==> src/rtl/spi_pkg.sv <==
// Shared definitions for the SPI flash-side device port.
// Lane-mode encodings plus helpers that derive per-byte edge count and
// the set of IO lanes a mode drives.
package spi_pkg;

  localparam logic [1:0] LANE_SINGLE = 2'd0;
  localparam logic [1:0] LANE_DUAL   = 2'd1;
  localparam logic [1:0] LANE_QUAD   = 2'd2;

  // Rising spi_clk edges needed to move one byte in the given lane mode.
  // The reserved encoding behaves as single.
  function automatic logic [3:0] edges_per_byte(input logic [1:0] mode);
    case (mode)
      LANE_DUAL: return 4'd4;
      LANE_QUAD: return 4'd2;
      default:   return 4'd8;
    endcase
  endfunction

  // IO lanes driven by the device when transmitting in the given mode.
  function automatic logic [3:0] lane_mask(input logic [1:0] mode);
    case (mode)
      LANE_DUAL: return 4'b0011;
      LANE_QUAD: return 4'b1111;
      default:   return 4'b0010;
    endcase
  endfunction

endpackage

==> src/rtl/spi_pin_sync.sv <==
// Brings the asynchronous SPI pins into the clk domain.
// Every pin passes through a SYNC_STAGES-deep flop chain. spi_clk edges are
// detected on the last two stages of its chain; cs_n and the IO lanes are
// taken from their final stage, so IO data is at least as old as the edge
// it is sampled with (data is stable for half an SPI period around it).
// Ports:
//   clk, reset    system clock, synchronous active-high reset
//   spi_clk       SPI clock pin (async)
//   spi_cs_n      chip select pin, active-low (async)
//   spi_io_in     IO[3:0] pin inputs (async)
//   clk_rise      1-clk pulse on a synchronised rising spi_clk edge
//   clk_fall      1-clk pulse on a synchronised falling spi_clk edge
//   cs_active     synchronised chip select, active-high
//   io_sync       synchronised IO[3:0]
module spi_pin_sync #(
  parameter int SYNC_STAGES = 2
) (
  input  logic       clk,
  input  logic       reset,
  input  logic       spi_clk,
  input  logic       spi_cs_n,
  input  logic [3:0] spi_io_in,
  output logic       clk_rise,
  output logic       clk_fall,
  output logic       cs_active,
  output logic [3:0] io_sync
);

  logic [SYNC_STAGES-1:0]      clk_s;
  logic [SYNC_STAGES-1:0]      cs_s;
  logic [SYNC_STAGES-1:0][3:0] io_s;

  // Stage 0 is the pin-side flop; the chains reset to the idle pin levels
  // (clock low, chip deselected) so no edge is seen coming out of reset.
  always_ff @(posedge clk) begin
    if (reset) begin
      clk_s <= '0;
      cs_s  <= '1;
      io_s  <= '0;
    end else begin
      clk_s <= {clk_s[SYNC_STAGES-2:0], spi_clk};
      cs_s  <= {cs_s[SYNC_STAGES-2:0], spi_cs_n};
      io_s  <= {io_s[SYNC_STAGES-2:0], spi_io_in};
    end
  end

  assign clk_rise  = !clk_s[SYNC_STAGES-1] &&  clk_s[SYNC_STAGES-2];
  assign clk_fall  =  clk_s[SYNC_STAGES-1] && !clk_s[SYNC_STAGES-2];
  assign cs_active = !cs_s[SYNC_STAGES-1];
  assign io_sync   = io_s[SYNC_STAGES-1];

endmodule

==> src/rtl/spi_device_multi.sv <==
// SPI flash-side device port (mode 0), single/dual/quad lanes, fully in clk.
// Receives bytes MSB first on rising spi_clk, transmits on falling spi_clk
// from a one-deep holding register, counts bytes, flags TX underrun and
// reports an idle-clock timeout to the command FSM.
// Ports:
//   clk, reset                 system clock, synchronous active-high reset
//   spi_clk, spi_cs_n          SPI pins (async)
//   spi_io_in/out/oe [3:0]     IO lane inputs, output values, output enables
//   lane_mode [1:0]            0 single, 1 dual, 2 quad, 3 single; per byte
//   tx_en                      device drives during the byte; per byte
//   rx_strobe, rx_cmd          received-byte pulse, first-byte-of-transaction pulse
//   rx_data [7:0]              last received byte
//   rx_count [COUNT_BITS-1:0]  bytes completed this transaction (saturating)
//   tx_data [7:0], tx_valid    next byte to transmit
//   tx_ready                   holding register empty
//   tx_underrun                byte boundary reached with holding register empty
//   timeout                    CS active and no falling spi_clk for 2**TIMEOUT_BITS-1 clk
//
// TX handshake: a byte transfers on any clk where tx_valid && tx_ready;
// tx_ready falls on the next clk and stays low until a byte boundary moves
// the held byte into the shift register. A boundary on the same clk as a
// transfer uses the holding register's previous contents (empty -> underrun)
// and the new byte stays held. While deselected, the holding register is
// kept empty, so bytes offered then are discarded.
module spi_device_multi
  import spi_pkg::*;
#(
  parameter int         SYNC_STAGES  = 2,
  parameter int         TIMEOUT_BITS = 4,
  parameter int         COUNT_BITS   = 16,
  parameter logic [7:0] FILL_BYTE    = 8'hFF
) (
  input  logic                  clk,
  input  logic                  reset,
  input  logic                  spi_clk,
  input  logic                  spi_cs_n,
  input  logic [3:0]            spi_io_in,
  output logic [3:0]            spi_io_out,
  output logic [3:0]            spi_io_oe,
  input  logic [1:0]            lane_mode,
  input  logic                  tx_en,
  output logic                  rx_strobe,
  output logic                  rx_cmd,
  output logic [7:0]            rx_data,
  output logic [COUNT_BITS-1:0] rx_count,
  input  logic [7:0]            tx_data,
  input  logic                  tx_valid,
  output logic                  tx_ready,
  output logic                  tx_underrun,
  output logic                  timeout
);

  logic       clk_rise;
  logic       clk_fall;
  logic       cs_active;
  logic [3:0] io_sync;

  spi_pin_sync #(
    .SYNC_STAGES(SYNC_STAGES)
  ) u_pin_sync (
    .clk      (clk),
    .reset    (reset),
    .spi_clk  (spi_clk),
    .spi_cs_n (spi_cs_n),
    .spi_io_in(spi_io_in),
    .clk_rise (clk_rise),
    .clk_fall (clk_fall),
    .cs_active(cs_active),
    .io_sync  (io_sync)
  );

  logic [2:0]              edge_cnt;    // rising edges taken in the current byte
  logic [1:0]              mode_q;      // lane mode latched for the current byte
  logic                    tx_en_q;     // tx_en latched for the current byte
  logic                    first_byte;  // no byte completed yet in this transaction
  logic [7:0]              rx_sr;
  logic [7:0]              tx_sr;
  logic [7:0]              hold_q;
  logic                    hold_full;
  logic [TIMEOUT_BITS-1:0] tmo_cnt;

  logic [1:0] lane_norm;
  logic [1:0] mode_eff;
  logic [7:0] rx_next;
  logic       last_edge;

  // On the first edge of a byte the live lane_mode applies, so the bits
  // sampled on that edge already use the new width.
  assign lane_norm = (lane_mode == 2'd3) ? LANE_SINGLE : lane_mode;
  assign mode_eff  = (edge_cnt == 3'd0) ? lane_norm : mode_q;
  assign last_edge = (({1'b0, edge_cnt} + 4'd1) == edges_per_byte(mode_eff));

  always_comb begin
    rx_next = {rx_sr[6:0], io_sync[0]};
    case (mode_eff)
      LANE_DUAL: rx_next = {rx_sr[5:0], io_sync[1:0]};
      LANE_QUAD: rx_next = {rx_sr[3:0], io_sync};
      default:   rx_next = {rx_sr[6:0], io_sync[0]};
    endcase
  end

  // Deselect is handled exactly like reset: any partial byte is dropped.
  always_ff @(posedge clk) begin
    if (reset || !cs_active) begin
      edge_cnt    <= '0;
      mode_q      <= LANE_SINGLE;
      tx_en_q     <= 1'b0;
      first_byte  <= 1'b1;
      rx_sr       <= 8'hFF;
      tx_sr       <= 8'hFF;
      hold_q      <= '0;
      hold_full   <= 1'b0;
      tmo_cnt     <= '1;
      rx_strobe   <= 1'b0;
      rx_cmd      <= 1'b0;
      rx_data     <= '0;
      rx_count    <= '0;
      tx_underrun <= 1'b0;
    end else begin
      rx_strobe   <= 1'b0;
      rx_cmd      <= 1'b0;
      tx_underrun <= 1'b0;

      if (clk_fall) begin
        tmo_cnt <= '1;
      end else if (tmo_cnt != '0) begin
        tmo_cnt <= tmo_cnt - 1'b1;
      end

      if (clk_rise) begin
        if (edge_cnt == 3'd0) begin
          mode_q  <= lane_norm;
          tx_en_q <= tx_en;
        end
        rx_sr <= rx_next;
        if (last_edge) begin
          edge_cnt   <= '0;
          rx_data    <= rx_next;
          rx_strobe  <= 1'b1;
          rx_cmd     <= first_byte;
          first_byte <= 1'b0;
          if (rx_count != '1) begin
            rx_count <= rx_count + 1'b1;
          end
        end else begin
          edge_cnt <= edge_cnt + 3'd1;
        end
      end

      if (clk_fall) begin
        if (edge_cnt == 3'd0) begin
          // Byte boundary. Before the first byte completes the host has had
          // no chance to supply data, so fill silently.
          if (first_byte) begin
            tx_sr <= FILL_BYTE;
          end else if (hold_full) begin
            tx_sr     <= hold_q;
            hold_full <= 1'b0;
          end else begin
            tx_sr       <= FILL_BYTE;
            tx_underrun <= 1'b1;
          end
        end else begin
          case (mode_q)
            LANE_DUAL: tx_sr <= {tx_sr[5:0], 2'b11};
            LANE_QUAD: tx_sr <= {tx_sr[3:0], 4'hF};
            default:   tx_sr <= {tx_sr[6:0], 1'b1};
          endcase
        end
      end

      // Only possible when empty, so it never collides with the consume above.
      if (tx_valid && !hold_full) begin
        hold_q    <= tx_data;
        hold_full <= 1'b1;
      end
    end
  end

  always_comb begin
    spi_io_out = '0;
    spi_io_oe  = '0;
    if (cs_active) begin
      case (mode_q)
        LANE_DUAL: spi_io_out[1:0] = tx_sr[7:6];
        LANE_QUAD: spi_io_out      = tx_sr[7:4];
        default:   spi_io_out[1]   = tx_sr[7];
      endcase
      if (tx_en_q) begin
        spi_io_oe = lane_mask(mode_q);
      end
    end
  end

  assign tx_ready = !hold_full;
  assign timeout  = cs_active && (tmo_cnt == '0);

endmodule

==> config.mk <==
export PLATFORM = sky130hd
export DESIGN_NAME = spi_device_multi
export DESIGN_NICKNAME = d
export VERILOG_FILES = /design/src/rtl/spi_pkg.sv /design/src/rtl/spi_pin_sync.sv /design/src/rtl/spi_device_multi.sv
export SDC_FILE = /design/constraint.sdc
export NUM_CORES = 1
export LEC_CHECK = 0
export BUFFER_PORTS_ARGS = -buffer_cell sky130_fd_sc_hd__clkbuf_2
export CORE_ASPECT_RATIO = 1.4
export CORE_MARGIN = 4
export CORE_UTILIZATION = 56
export DETAILED_ROUTE_END_ITERATION = 6
export PLACE_DENSITY = 0.79
export SLEW_MARGIN = 10
export SYNTH_ARGS = -nofsm -noshare
export SYNTH_HDL_FRONTEND = slang
export SYNTH_SLANG_ARGS = --single-unit
==> constraint.sdc <==
create_clock -name clk -period 4.27 [get_ports clk]
set_input_delay 0.427 -clock clk [delete_from_list [all_inputs] [get_ports clk]]
set_output_delay 0.427 -clock clk [all_outputs]
set_load 0.05 [all_outputs]
Yosys cells after proc, flatten, opt, wreduce, memory -nomap -nowiden
Cells that the tools add are included.
Operators by class
  add/subtract/negate cells: 4
  eq/ne operators: 8
  mux-type cells: 22
  bitwise logic cells: 4
  reduce and logical (&&, ||, !) cells: 22
Operators by type and width (number)
  $pmux 8 s2: 2
  $mux 8: 3
  $add 16x1->16 const B: 1
  $ne 16x16->1 const B: 1
  $pmux 4 s2: 2
  $mux 4: 3
  $mux 1: 7
  $eq 2x2->1 const B: 3
  $mux 2: 3
  $reduce_and 3->1: 2
  $add 3x1->4 const B: 1
  $eq 2x1->1 const B: 2
  $eq 4x4->1: 1
  $logic_and 1x1->1: 4
  $logic_not 1->1: 4
  $logic_not 4->1: 1
  $not 1->1: 4
  $reduce_and 2->1: 2
  $reduce_bool 2->1: 2
  $reduce_bool 4->1: 1
  $reduce_or 2->1: 2
  $reduce_or 4->1: 1
  $sub 4x1->4 const B: 1
  $add 3x1->3 const B: 1
  other kinds (6): 6
Storage, ports and cells
  register bits: 74
  input port bits: 20
  output and inout port bits: 37
  word-level logic and storage cells: 78

Depth between registers and ports, before layout
  word-level depth: 8
  mapped depth: 14
  gate-level depth less buffers: 12

Cells and area by module
From an unflattened synthesis, not the netlist that was laid out.
Unflattened totals
  cell total of the unflattened synthesis: 435
  area total of the unflattened synthesis: 3885.0 um2
Modules (own cells, without submodules)
  spi_device_multi: instances 1, cells an instance 403, area each 3512.1 um2, sequential area each 1241.2 um2
  spi_pin_sync: instances 1, cells an instance 32, area each 372.9 um2, sequential area each 240.2 um2

Least setup slack after synthesis
Ideal clock, no wire load.
  path type: reg-to-reg
  start: register edge_cnt[0]
  end: register rx_count[13]
  setup time: 0.070 ns
  arrival time: 3.107 ns
  data required time: 4.200 ns
  path slack: 1.092 ns
  cell stages (with the launch flop): 14
  path buffers: 1
  period minus slack after synthesis: 3.178 ns
  cells stage by stage: dfxtp_1 -> inv_1 -> ha_1 -> nor2b_1 -> buf_6 -> mux2i_1 -> inv_1 -> ha_1 -> and3_1 -> o2111ai_1 -> a221oi_2 -> nor2_2 -> or4_1 -> a21oi_1
Between the ends
  word-level cells in the longest chain between the ends: 6
  elaborated cells between the ends (all ways): 8
  those cells by class: add/sub: 1; eq/ne: 3; mux: 2; reduce/logical: 2
Ends and longest elaborated chain
  start, declared: RTL line spi_device_multi.sv:72  | logic [2:0] edge_cnt;
  start signal, assigned: RTL line spi_device_multi.sv:146  | edge_cnt <= edge_cnt + 3'd1;
  $logic_not 3->1: RTL line spi_device_multi.sv:90  | assign mode_eff = (edge_cnt == 3'd0) ? lane_norm : mode_q;
  $mux 2
  $eq 2x2->1 / $eq 2x1->1 (equally long branches): RTL line spi_pkg.sv:13  | case (mode)
  $pmux 4 s2: RTL line spi_pkg.sv:13
  $eq 4x4->1 *: RTL line spi_device_multi.sv:91  | assign last_edge = (({1'b0, edge_cnt} + 4'd1) == edges_per_byte(mode_eff));
  $reduce_and 3->1 (no line) *
  end signal, assigned: RTL line spi_device_multi.sv:143  | rx_count <= rx_count + 1'b1;
  end, declared: RTL line spi_device_multi.sv:45  | output logic [COUNT_BITS-1:0] rx_count,
Mark *: on every way between the ends. The rest lies on a longest branch, timed or not.
A chain may end at the register's enable or synchronous reset.

Worst setup path after layout
  start: register edge_cnt[0]
  end: register rx_count[9]
Same word-level chain as after synthesis.

==> results <==
- The number of hold violations in the final report came to 0.
- Global routing consumed, on the met2 layer, between 30% and 40% of the routing resources.
- The area growth from synthesis to layout is 14.04%.
- The sum of overflow across all layers after global routing is 0.
- The clock tree skew after final layout is 9.460 ps.
- For the worst setup path, the data arrival time is 4070 ps.
- The repair_antennas step left the layout with diodes totalling 0.
- In the routed design, unresolved DRC markers number 0.
- In the global route stage, met1 resource usage came out at about a quarter.
- Summed over all instances, the cell type with the most area after synthesis is sky130_fd_sc_hd__dfxtp_1.
- The root buffer cell is sky130_fd_sc_hd__clkbuf_8.
- The average detailed-routed wire length per instance is around 14 µm.
- The startpoint of the most critical hold path is spi_cs_n.
- The number of antenna violations at the first check in global routing is 0.
- The synthesis warning total is 0.
- Clock-pin slew was measured on the worst setup and hold paths at 70 ps.
- The initial utilization of the core area, before any placement, comes to between 50 and 60%.
- Across the run, the number of max-cap violations was 0.
- The synthesized design devotes to its leading area cell type 43.64% of total area.
- The total die area is around 7400 µm².
- The wire-length estimate of the detail-placed layout is about 5.2 mm.
- The number of iterations in the first detailed-routing pass is 4.
- The later pin in the worst-skew pair is clocked with a latency of approximately 340 ps.
- The clock tree synthesis step divided the H-tree into 3 levels.
- TritonCTS built the clock tree.
- The portion of the post-synthesis area used by sequential elements is about 44%.
- The depth of the most critical reg-to-reg path is 12.
- The final routed wirelength across all metal layers is between 7 and 8 mm.
- The mapped netlist covers roughly 3400 µm².
- Once layout is complete, the utilization of the core stands at about 66%.
- The number of clock buffers added by TritonCTS is 9.
- In this run the critical register-to-register path is launched from edge_cnt[0].
- The flip-flop and latch count after synthesis is 74.
- The instance area after placement is 3682 µm².
- The first global-routing pass estimated 12.54 mm of wire.
- The synthesized design contains 0 enable-type register cells.
- Post-CTS timing repair inserted 0 buffers for setup.
- The setup-violating endpoint count in the final report is 0.
- The via count of the first global-routing pass was approximately 2800.
- Setup repair after global routing left no endpoint under its margin.
- The clock passes through at most 2 buffers.
- The worst pin sits at a relative slew slack of 38.58%.
- The most used flip-flop cell after synthesis is sky130_fd_sc_hd__dfxtp_1.
- The highest attainable clock frequency is 262.5 MHz.
- After detailed placement, the design holds a cell count of 516.
- The ratio of cells with drive above 1 in the final layout is 18.61%.
- The leakage power is approximately 1.6 nW.
- In this run the core area contains 33 standard-cell rows.
- The number of sinks handled by clock tree synthesis is 74.
- The post-synthesis net count is 439.
- The final critical-path required period is approximately 3800 ps.
- The number of fillers in the final layout is slightly above 500.
- Yosys mapped the design onto 45 distinct sky130hd cell types.
- In this run the vertical extent of the chip is roughly 100 µm.
- The capture endpoint of the worst hold path is u_pin_sync.cs_s[0].
- Summing all non-filler instances in the final layout gives an area of 3871 µm².
- The largest fanout on the critical path is 17.
- The worst-case IR drop observed on VDD is around 0.25 mV.
- The number of routed nets with antenna violations is 0.
- By count the netlist is led by 74 x sky130_fd_sc_hd__dfxtp_1, 68 x sky130_fd_sc_hd__nand2_1, 38 x sky130_fd_sc_hd__a21oi_1.
- The final critical path takes up about nine tenths of the cycle.
- For this design the ratio of total power to cell area is 331.3 nW/µm².
- In this run the most used layer during global routing was met2.
- The flow ran to the end, and the final reports show no timing, DRC or antenna violations.
- Data on the critical path is required at its endpoint by approximately 4500 ps.
- Yosys instantiated no cell more often than sky130_fd_sc_hd__dfxtp_1.
- The routed via count is 3007.
- The category of the most critical setup path is flop to flop.
- Averaged over all synthesized cells, the footprint is slightly above 8 µm².
- STA classifies the critical path startpoint as a flop.
- At the end of routability-driven placement, the weighted congestion stood at 0.8305.
- The non-filler instance count after layout is roughly 530.
- The share of flip-flops with an asynchronous set or reset is 0%.
- STA classifies the critical path endpoint as a flop.
- The top-level I/O count is between 50 and 60.
- The global routing met3 resource utilization is 4.609%.
- The global-route usage over all layers is 21.16%.
- The number of slew-limit violations in the final report is 0.
- After the last flow step, the layout net total stands at a little under 500.
- The setup TNS is 0 ps.
- Input and output buffers added on the ports amount to 56.
- The path type of the worst min-delay path is input port to flop.
- The endpoint identified for the worst register-to-register timing path is rx_count[9].
- Across all register-to-register paths, the minimum setup slack is about 460 ps.
- The depth of the worst hold-timing path is 2.
- The initial detailed-routing violation count is 162.
- The placeable core region is 5863 µm².
- At the pin with the least slew margin, the transition time is between 900 and 1000 ps.
- After synthesis, the cell types taking the most area are sky130_fd_sc_hd__dfxtp_1 44%, sky130_fd_sc_hd__nand2_1 7.5%, sky130_fd_sc_hd__a21oi_1 5.6%, sky130_fd_sc_hd__o211ai_1 3.5%, sky130_fd_sc_hd__ha_1 3.3%.
- Counting every instance in the synthesized netlist gives between 400 and 500.
- Dividing the detail-routed via count by the number of cells gives 5.652.
- The completed layout was analyzed and its total power is 1.282 mW.
- The width of the chip is around 74 µm.
- The largest net degree at the start of global routing is 37.
[sequential cells by signal (all words and copies together) (netlist names)]
signal / cells
tx_sr: 8
u_pin_sync.io_s: 4
first_byte: 1
u_pin_sync.cs_s: 2
hold_q: 8
tx_underrun: 1
rx_cmd: 1
rx_data: 8
tmo_cnt: 4
rx_strobe: 1
edge_cnt: 3
hold_full: 1
tx_en_q: 1
mode_q: 2
u_pin_sync.clk_s: 2
rx_sr: 7
rx_count: 16
u_pin_sync.io_sync: 4
[cell families after synthesis]
logic type | count (synthesis) | synth area share [%]
xor+xnor | 7 | 1.806
mux | 6 | 1.953
simple gates | 172 | 25.21
flops | 74 | 43.64
fa+ha+maj | 9 | 3.317
compound gates | 106 | 19.76
buf+inv | 36 | 4.312
[per-stage QoR]
stage | setup slack (ps) | hold slack, ps
after floorplan | 1092 | 389.5
after global placement | 439.3 | 393.9
after detailed placement | 294.3 | 403.3
after CTS | 246.1 | 256.1
after global routing | 47.16 | 251.6
final | 461.1 | 272.1
[final cells by class]
class / count / area [µm²] / area share, %
multi-input cells: 300 / 1772 / 45.77
flip-flops and latches: 74 / 1481 / 38.27
repair buffers: 57 / 287.8 / 7.434
clock buffers: 11 / 131.4 / 3.394
well taps: 70 / 87.58 / 2.262
inverters: 15 / 56.30 / 1.454
clock inverters: 5 / 55.05 / 1.422
[metal layers]
| layer | up-vias | routed length (µm) | part of all wire (%) |
|---|---|---|---|
| li1 | 1536 | - | - |
| met1 | 1388 | 3031 | 42 |
| met2 | 68 | 3715 | 52 |
| met3 | 15 | 301 | 4.2 |
| met4 | 0 | 138 | 1.9 |
| met5 | - | 0 | 0 |
[power breakdown]
group | switching (mW) | leakage, nW | internal (mW)
registers | 0.00444 | 0.600 | 0.697
clock network | 0.242 | 0.0893 | 0.268
logic | 0.0428 | 0.943 | 0.0270
total | 0.290 | 1.63 | 0.993
[worst max path at each step]
stage	from	end	slack [ps]	depth (start not counted)
floorplan	edge_cnt[0]	rx_count[13]	1090	13
global placement	edge_cnt[0]	rx_count[9]	440	12
detailed placement	edge_cnt[0]	rx_count[9]	290	12
CTS	edge_cnt[0]	rx_count[9]	250	12
global route	edge_cnt[0]	rx_count[9]	50	12
finish	edge_cnt[0]	rx_count[9]	460	12
[timing repair]
action | CTS | global route
endpoints found under the setup margin | 0 | 8
resized for setup | 0 | 1
hold buffers | 0 | 0
[cell usage in the layout (no fill, tap or decap), types with 9 or more instances in the layout]
cell / instances
sky130_fd_sc_hd__clkbuf_8: 9
sky130_fd_sc_hd__a22oi_1: 11
sky130_fd_sc_hd__or3_1: 11
sky130_fd_sc_hd__o21ai_0: 17
sky130_fd_sc_hd__dfxtp_1: 74
sky130_fd_sc_hd__nor2_1: 24
sky130_fd_sc_hd__ha_1: 9
sky130_fd_sc_hd__inv_1: 15
sky130_fd_sc_hd__a21oi_1: 38
sky130_fd_sc_hd__nand2_1: 68
sky130_fd_sc_hd__clkbuf_2: 56
sky130_fd_sc_hd__nor2b_1: 16
sky130_fd_sc_hd__o211ai_1: 16
[critical path, stage by stage (launching register included)]
cell                        delay [ps]
sky130_fd_sc_hd__dfxtp_1           350
sky130_fd_sc_hd__inv_1              90
sky130_fd_sc_hd__ha_1              180
sky130_fd_sc_hd__nor2b_2           400
sky130_fd_sc_hd__mux2i_1           460
sky130_fd_sc_hd__inv_1              90
sky130_fd_sc_hd__ha_1              320
sky130_fd_sc_hd__a21oi_1           160
sky130_fd_sc_hd__o2111ai_1         150
sky130_fd_sc_hd__a221oi_2          460
sky130_fd_sc_hd__o21ai_1           410
sky130_fd_sc_hd__or4_1             510
sky130_fd_sc_hd__a21oi_1           150
No activity file was read; power rests on OpenSTA's default activity.
